--- config.mk ---
export PLATFORM = sky130hd
export DESIGN_NAME = tetris_command_queue
export DESIGN_NICKNAME = d
export VERILOG_FILES = /design/src/rtl/tetris_command_queue.sv
export SDC_FILE = /design/constraint.sdc
export NUM_CORES = 1
export LEC_CHECK = 0
export CORE_MARGIN = 2
export CORE_UTILIZATION = 45
export CTS_CLUSTER_SIZE = 30
export DETAILED_ROUTE_END_ITERATION = 10
export HOLD_SLACK_MARGIN = 0.06
export PLACE_DENSITY_LB_ADDON = 0.12
export SYNTH_ARGS = -nofsm -noshare
export SYNTH_HDL_FRONTEND = slang
export SYNTH_SLANG_ARGS = --single-unit
export TNS_END_PERCENT = 50
--- constraint.sdc ---
create_clock -name game_clk -period 3.8 [get_ports game_clk]
set_input_delay 0.38 -clock game_clk [delete_from_list [all_inputs] [get_ports game_clk]]
set_output_delay 0.38 -clock game_clk [all_outputs]
set_load 0.02 [all_outputs]
--- src/rtl/tetris_command_queue.sv ---
// tetris_command_queue
//   Sits between the SPI receiver and game_executioner in the game_clk domain.
//   Each rising edge of i_byte_strobe (seen while idle) captures i_byte_in and
//   raises o_byte_clear until the SPI side drops its strobe. Captured bytes are
//   decoded into move/piece fields and buffered in a small FIFO. The head entry
//   is presented on registered outputs with a valid/ready handshake.
//
//   State table (capture FSM)
//     state   | meaning
//     ST_IDLE | waiting for a rising edge on i_byte_strobe
//     ST_ACK  | byte taken; o_byte_clear high until i_byte_strobe falls
//
// Ports
//   game_clk           clock
//   reset_n            synchronous active-low reset
//   i_byte_in[7:0]     SPI data byte, stable while i_byte_strobe is high
//   i_byte_strobe      SPI data_valid, already synchronized to game_clk
//   o_byte_clear       clear back to the SPI block
//   o_cmd_valid        head entry available
//   i_cmd_ready        executioner takes the head this cycle
//   o_cmd_move[1:0]    head byte[1:0]
//   o_cmd_move_valid   head byte[5]
//   o_cmd_piece[2:0]   head byte[4:2], piece 7 remapped to 0 (HERO)
//   o_occupancy        number of entries held
//   o_overflow_count   bytes dropped on a full FIFO, saturating
module tetris_command_queue #(
   parameter int          DEPTH      = 4,
   parameter int          DROP_CNT_W = 8,
   parameter logic [7:0]  FLUSH_BYTE = 8'hFF
) (
   input  logic                         game_clk,
   input  logic                         reset_n,
   input  logic [7:0]                   i_byte_in,
   input  logic                         i_byte_strobe,
   output logic                         o_byte_clear,
   output logic                         o_cmd_valid,
   input  logic                         i_cmd_ready,
   output logic [1:0]                   o_cmd_move,
   output logic                         o_cmd_move_valid,
   output logic [2:0]                   o_cmd_piece,
   output logic [$clog2(DEPTH+1)-1:0]   o_occupancy,
   output logic [DROP_CNT_W-1:0]        o_overflow_count
);

   localparam int PTR_W = $clog2(DEPTH);
   localparam int OCC_W = $clog2(DEPTH+1);

   typedef enum logic {ST_IDLE, ST_ACK} state_t;

   state_t                r_state;
   state_t                w_state_next;
   logic                  r_strobe_d;
   logic [5:0]            r_mem [DEPTH];
   logic [PTR_W-1:0]      r_rd_ptr;
   logic [PTR_W-1:0]      r_wr_ptr;
   logic [OCC_W-1:0]      r_occ;
   logic [5:0]            r_head;
   logic [DROP_CNT_W-1:0] r_drop_cnt;

   logic                  w_new_byte;
   logic                  w_flush;
   logic                  w_full;
   logic                  w_pop;
   logic                  w_push;
   logic                  w_drop;
   logic [2:0]            w_piece;
   logic [5:0]            w_push_data;
   logic [PTR_W-1:0]      w_rd_ptr_next;
   logic [OCC_W-1:0]      w_occ_next;
   logic [5:0]            w_head_next;

   // Edges arriving while in ST_ACK are deliberately ignored.
   assign w_new_byte  = (r_state == ST_IDLE) & i_byte_strobe & ~r_strobe_d;
   assign w_flush     = w_new_byte & (i_byte_in == FLUSH_BYTE);
   assign w_full      = (r_occ == OCC_W'(DEPTH));
   // A flush discards any pop requested in the same cycle.
   assign w_pop       = o_cmd_valid & i_cmd_ready & ~w_flush;
   assign w_push      = w_new_byte & ~w_flush & (~w_full | w_pop);
   assign w_drop      = w_new_byte & ~w_flush & w_full & ~w_pop;
   assign w_piece     = (i_byte_in[4:2] == 3'd7) ? 3'd0 : i_byte_in[4:2];
   assign w_push_data = {i_byte_in[5], w_piece, i_byte_in[1:0]};

   always_comb begin
      w_state_next = r_state;
      case (r_state)
         ST_IDLE: if (w_new_byte)     w_state_next = ST_ACK;
         ST_ACK:  if (!i_byte_strobe) w_state_next = ST_IDLE;
         default:                     w_state_next = ST_IDLE;
      endcase
   end

   // The head register is the FWFT output stage. It loads the pushed entry
   // directly when the FIFO would otherwise be empty, otherwise the entry
   // behind the one being popped, and holds its value when nothing changes.
   always_comb begin
      w_rd_ptr_next = w_pop ? r_rd_ptr + PTR_W'(1) : r_rd_ptr;
      w_occ_next    = r_occ + OCC_W'(w_push) - OCC_W'(w_pop);
      w_head_next   = r_head;
      if (w_push && (r_occ == OCC_W'(w_pop)))
         w_head_next = w_push_data;
      else if (w_pop && (r_occ > OCC_W'(1)))
         w_head_next = r_mem[w_rd_ptr_next];
   end

   always_ff @(posedge game_clk) begin
      if (!reset_n) begin
         r_state    <= ST_IDLE;
         r_strobe_d <= 1'b1;   // a strobe held across reset must not look like a new edge
         r_rd_ptr   <= '0;
         r_wr_ptr   <= '0;
         r_occ      <= '0;
         r_head     <= '0;
         r_drop_cnt <= '0;
      end else begin
         r_state    <= w_state_next;
         r_strobe_d <= i_byte_strobe;
         if (w_flush) begin
            r_occ    <= '0;
            r_rd_ptr <= r_wr_ptr;
         end else begin
            r_occ    <= w_occ_next;
            r_rd_ptr <= w_rd_ptr_next;
            r_head   <= w_head_next;
            if (w_push)
               r_wr_ptr <= r_wr_ptr + PTR_W'(1);
         end
         if (w_drop && (r_drop_cnt != '1))
            r_drop_cnt <= r_drop_cnt + DROP_CNT_W'(1);
      end
   end

   // Storage needs no reset; pointers and occupancy define what is valid.
   always_ff @(posedge game_clk) begin
      if (reset_n && w_push)
         r_mem[r_wr_ptr] <= w_push_data;
   end

   assign o_byte_clear     = (r_state == ST_ACK);
   assign o_cmd_valid      = (r_occ != '0);
   assign o_cmd_move       = r_head[1:0];
   assign o_cmd_piece      = r_head[4:2];
   assign o_cmd_move_valid = r_head[5];
   assign o_occupancy      = r_occ;
   assign o_overflow_count = r_drop_cnt;

endmodule
==> results of run 1 <==
area by class of cell:
class | instances | area (µm²)
clock buffer | 6 | 93.8
inverter | 17 | 66.3
fill | 474 | 2460
multi-input combinational | 165 | 1270
sequential | 47 | 1180
clock inverter | 2 | 37.5
tap | 72 | 90.1
timing repair buffer | 31 | 308
worst max-delay path: stages:
cell	delay [ps]
clkdlybuf4s50_1	520
nand4_1	260
o21a_1	190
a21boi_1	440
inv_1	90
ha_1	280
inv_1	60
ha_1	130
inv_1	60
fa_1	380
xnor2_1	170
nor2_1	50
per-stage QoR:
step	setup WS (ps)	total power, mW
2_1_floorplan	1160	1.14
3_3_place_gp	738	1.34
3_5_place_dp	650	1.35
4_1_cts	964	1.76
5_1_grt	757	1.86
6_report	993	1.75
power by group through the flow:
stage | combinational, mW | sequential [mW] | clock (mW)
6_report | 0.658 | 0.680 | 0.408
5_1_grt | 0.726 | 0.691 | 0.441
4_1_cts | 0.663 | 0.679 | 0.419
3_5_place_dp | 0.661 | 0.690 | 0
3_3_place_gp | 0.650 | 0.692 | 0
2_1_floorplan | 0.434 | 0.707 | 0
layer usage:
layer  track usage  up-vias  part of all wire
li1              -      958                 -
met1         0.276      926              0.49
met2         0.297       40              0.45
met3        0.0362        4             0.050
met4        0.0621        0            0.0067
met5             0        -                 0
cell families after synthesis:
| family | count (synthesis) | synth area share |
|---|---|---|
| fa+ha+maj | 10 | 0.0516 |
| mux | 13 | 0.0823 |
| simple gates | 79 | 0.174 |
| compound gates | 57 | 0.167 |
| xor+xnor | 6 | 0.0205 |
| buf+inv | 26 | 0.0448 |
| flops | 47 | 0.460 |
cells in the final DEF, fill, tap and decap left out, types with 4 or more instances in the layout:
| cell type | synthesis | layout |
|---|---|---|
| clkdlybuf4s50_1 | 0 | 30 |
| edfxtp_1 | 24 | 24 |
| dfxtp_1 | 23 | 23 |
| inv_1 | 16 | 16 |
| nand2_1 | 16 | 16 |
| nor2_1 | 15 | 15 |
| o21ai_0 | 10 | 10 |
| or3_1 | 9 | 9 |
| ha_1 | 9 | 9 |
| a21oi_1 | 8 | 8 |
| a211oi_1 | 8 | 8 |
| nor3_1 | 7 | 7 |
| and3_1 | 6 | 6 |
| xnor2_1 | 6 | 6 |
| mux2i_1 | 5 | 5 |
| clkbuf_8 | 0 | 5 |
| nand4_1 | 4 | 4 |
| and2_1 | 4 | 4 |
| o2111ai_1 | 4 | 4 |
worst paths after layout:
path	start	slack (ps)	to	cells past startpoint
worst max-delay path	i_byte_in[5]	990	o_occupancy[2]	12
worst min register to register	r_strobe_d	480	o_byte_clear	1
worst min-delay path	r_strobe_d	480	o_byte_clear	1
worst max register to register	o_byte_clear	1240	o_occupancy[2]	11
state kept, by name, summed over array words and instances (netlist names):
| name | cells |
|---|---|
| r_mem | 24 |
| o_overflow_count | 8 |
| r_head | 6 |
| o_occupancy | 3 |
| r_rd_ptr | 2 |
| r_wr_ptr | 2 |
| o_byte_clear | 1 |
| r_strobe_d | 1 |
==> out/results.ini, run 1 <==
[placed_design]
dpl_cell_area_um2=2920
dp.cells=332
dp_hpwl_um=4160
io_buffer_count=30
gp_congestion=0.776

[sta]
drv_slew=0
fmax_mhz=356
finalSetupTns_ps=0
fin_crit_sh=0.739
tightestPinTransition_ps=787
finClkSkew_ps=10.0
rsz0062_at_grt=no
relSlewSlack=0.475
final_hold_viol_count=0
setup_viol=0
min_period_ps=2810
fin_hold_ws_ps=483

[drt]
wl_per_cell_um=16.8
route.vias.total=1928
firstDrtPassIters=4
route.detailed.drc=0
via_per_inst=5.67
drtIter0Drc=124
ant_nets=0
wirelength_um=5710

[layout]
final-instance-count-excl-fill=340
nets=289
post-route-util=0.554
design_area_um2=3050
antenna_cells=0
synthToLayoutAreaGrowth_pct=18.7
drive_above_1_share=0.0858

[critical_path]
critPathCaptureType=register
worstSetupPathType=input pin to register
critPathLaunchType=input pin
cp_max_fo=7
crit_arrival_ps=3000
critPathRequiredTime_ps=3990

[power]
switching_share=0.348
p_leak_nw=1.04
seqPwrFrac=0.389
ir_worst_vdd_mv=0.347
power.net_switching_mw=0.608
power_frac_clock=0.234
internal_power_mw=1.14
powerDensity_nw_per_um2=572
comb_power_share=0.377

[synthesis]
yosysTopAreaCellShare=0.281
synth_area_per_cell_um2=10.8
yosysTopAreaCell=edfxtp_1
async_flop_share=0
yosysSeqAreaShare=0.460
netlist-cell-type-count=51
synth_area_leaders=edfxtp_1 28%, dfxtp_1 18%, ha_1 4.4%
syn_inst=238
ys_top_cells_by_count=24 x edfxtp_1, 23 x dfxtp_1, 16 x inv_1, 16 x nand2_1, 15 x nor2_1
ys.flop_type=edfxtp_1
synth_warnings=0
synth_edf_count=24
ys_ff_latch=47
syn_nets=260
netlist_area_um2=2570
synthMostInstantiatedCell=edfxtp_1

[clocking]
postCtsHoldBufs=0
clk_pin_slew_worst_paths_ps=90
clockBufferDepth=2
post-cts-setup-buffer-count=0
clock_sinks=47
cts_tree=yes
clkLatencyLatePin_ps=300
htree_levels=2
clock-root-buffer=clkbuf_8
cts_inserted_buffers=5
post_cts_resized=0

[run]
maxCapViolations=0

[global_routing]
grt_pass1_vias=1754
globalRoute.totalOverflow=0
grt_use_total=0.194
grt_max_degree=21
antenna_found_initial=0
grt_pass1_wl_um=9290

[die]
die_area_um2=6330
die_x_um=79.6
rows=27
die_y_um=79.6
ios=31
coreArea_um2=5510
start_util=0.466

[min_path]
min_path_type=register to register

[outcome]
status=finished, final reports clean

(Power assumes the default switching activity.)
==> run 2: changes to the inputs <==
Clock period 3.8 ns to 2.69 ns, I/O delays scaled along.
==> run 2 against run 1 <==
  * Flip-flop and latch count stayed put
  * Total power is 39% higher
  * Clock power is 27% higher
  * Register-to-register slack worse by 890 ps
  * Final area is 2.7% higher
  * Count of clock-buffer cells in the layout stayed put
  * Via count is 4.4% higher
  * Setup slack worse by 780 ps
  * Hold slack better by 2.6 ps
  * Largest cell class unchanged
  * Largest power group is now combinational logic
==> out/results.ini, run 2 (synthesized netlist as in run 1, its figures left out) <==
[clocking]
clock_sinks=47  ; unchanged
post_cts_resized=0  ; unchanged
htree_levels=2  ; unchanged
cts_tree=yes
cts_inserted_buffers=5  ; unchanged
postCtsHoldBufs=0  ; unchanged
clock-root-buffer=clkbuf_8
clk_pin_slew_worst_paths_ps=90  ; about the same
clkLatencyLatePin_ps=300  ; about the same
clockBufferDepth=2  ; unchanged
post-cts-setup-buffer-count=0  ; unchanged

[sta]
drv_slew=0  ; unchanged
tightestPinTransition_ps=467  ; -320 ps
final_hold_viol_count=0  ; unchanged
fin_crit_sh=0.920
rsz0062_at_grt=no
relSlewSlack=0.688  ; +0.213
fmax_mhz=404
setup_viol=0  ; unchanged
min_period_ps=2480
finClkSkew_ps=5.23  ; -4.78 ps

[layout]
post-route-util=0.569  ; +0.0152
final_cell_mix=30 x clkdlybuf4s50_1, 24 x edfxtp_1, 23 x dfxtp_1, 16 x inv_1, 16 x nand2_1
synthToLayoutAreaGrowth_pct=22.0
final_common_cell=clkdlybuf4s50_1
top_register=r_mem
largest_register_ffs=24  ; unchanged
nets=303  ; +4.8%
drive_above_1_share=0.128  ; +0.0418
antenna_cells=0  ; unchanged
design_area_um2=3130  ; +2.7%

[min_path]
min_path_type=register to register

[placed_design]
io_buffer_count=30  ; unchanged
gp_congestion=0.892  ; +15%
dpl_cell_area_um2=3020  ; +3.6%
dp_hpwl_um=4330  ; +4.1%

[drt]
drtIter0Drc=80  ; -35%
via_per_inst=5.69  ; +0.28%
wirelength_um=5730  ; +0.37%
wl_per_cell_um=16.2  ; -3.6%
route.vias.total=2013  ; +4.4%
firstDrtPassIters=4  ; unchanged
ant_nets=0  ; unchanged
route.detailed.drc=0  ; unchanged

[critical_path]
cp-startpoint=i_byte_strobe
rr_worst_depth=10  ; -1
critPathCaptureType=register
critPathLaunchType=input pin
crit_arrival_ps=2670  ; -330 ps
rrSetupSlack_ps=350  ; -890 ps
critPathRequiredTime_ps=2890  ; -1100 ps
cp-endpoint=o_occupancy[2]
worstSetupPathType=input pin to register
cp_max_fo=4  ; -3
r2r_end=o_occupancy[2]
regToRegStartpoint=o_byte_clear

[power]
comb_power_share=0.400  ; +0.023
powerDensity_nw_per_um2=777  ; +36%
seqPwrFrac=0.387  ; -0.002
power_frac_clock=0.213  ; -0.021
power.net_switching_mw=0.861  ; +42%
switching_share=0.354  ; +0.00540
power.total_mw=2.43  ; +39%
p_leak_nw=1.09  ; +5.4%
ir_worst_vdd_mv=0.435  ; +25%
internal_power_mw=1.57  ; +38%

[die]
rows=27  ; unchanged
coreArea_um2=5510  ; unchanged
die_y_um=79.6  ; unchanged
ios=31  ; unchanged
die_x_um=79.6  ; unchanged
die_area_um2=6330  ; unchanged
start_util=0.466  ; unchanged

[global_routing]
globalRoute.totalOverflow=0  ; unchanged
grt_use_total=0.194  ; +0.000638
grt_pass1_vias=1881  ; +7.2%
grt_max_degree=19  ; -9.5%
grt_pass1_wl_um=9470  ; +1.9%
antenna_found_initial=0  ; unchanged

[run]
maxCapViolations=0  ; unchanged

[outcome]
status=finished, final reports clean

==> run 2: area by class of cell <==
type	count	area, µm²
Multi-Input combinational cell	165	1270
Tap cell	72	90.1
Inverter	17	66.3
Clock buffer	6	72.6
Sequential cell	47	1180
Clock inverter	2	37.5
Timing Repair Buffer	45	413
Fill cell	487	2370
==> run 2: power by group through the flow <==
stage / registers [mW] / clock network, mW / logic [mW]
global route: 0.961 / 0.565 / 1.07
CTS: 0.945 / 0.531 / 0.980
finish: 0.942 / 0.519 / 0.974
floorplan: 0.999 / 0 / 0.612
global placement: 0.958 / 0 / 0.960
detailed placement: 0.960 / 0 / 0.970
==> run 2: worst min-delay path by stage <==
| stage | slack, ps | startpoint | cells after the start | endpoint |
|---|---|---|---|---|
| floorplan | 340 | reset_n | 1 | r_strobe_d |
| CTS | 480 | r_strobe_d | 1 | o_byte_clear |
| global route | 500 | r_strobe_d | 1 | o_byte_clear |
| detailed placement | 460 | r_strobe_d | 1 | o_byte_clear |
| finish | 490 | r_strobe_d | 1 | o_byte_clear |
| global placement | 470 | r_strobe_d | 1 | o_byte_clear |
==> run 2: routing by layer <==
layer  GRT usage  vias to the layer above  wire length, µm
met1       0.266                      984             2700
met5           0                        -                0
met2       0.316                       43             2740
met3      0.0351                        6              241
li1            -                      980                -
met4      0.0534                        0               53
==> run 2: worst max-delay path, stage by stage <==
cell and delay, ps:
clkdlybuf4s50_1 520, or3b_4 420, o31ai_4 300, inv_4 50
ha_1 290, inv_1 60, ha_1 130, inv_1 50
fa_1 380, xnor2_1 170, nor2_1 50
==> run 2: metrics by stage <==
stage | worst slack (ps) | TNS (ps) | hold WS, ps | instances
after floorplan | 47.6 | 0 | 342 | 238
after global placement | -49.4 | -84.2 | 466 | 346
after detailed placement | -87.3 | -179 | 464 | 346
after CTS | 222 | 0 | 477 | 354
after global routing | 71.8 | 0 | 505 | 354
final | 214 | 0 | 485 | 354
==> run 3: changes to the inputs <==
Settings changed: CAP_MARGIN set to 15.
==> results of run 3 <==
The final DEF is identical to that of run 2; final timing and power are the same.
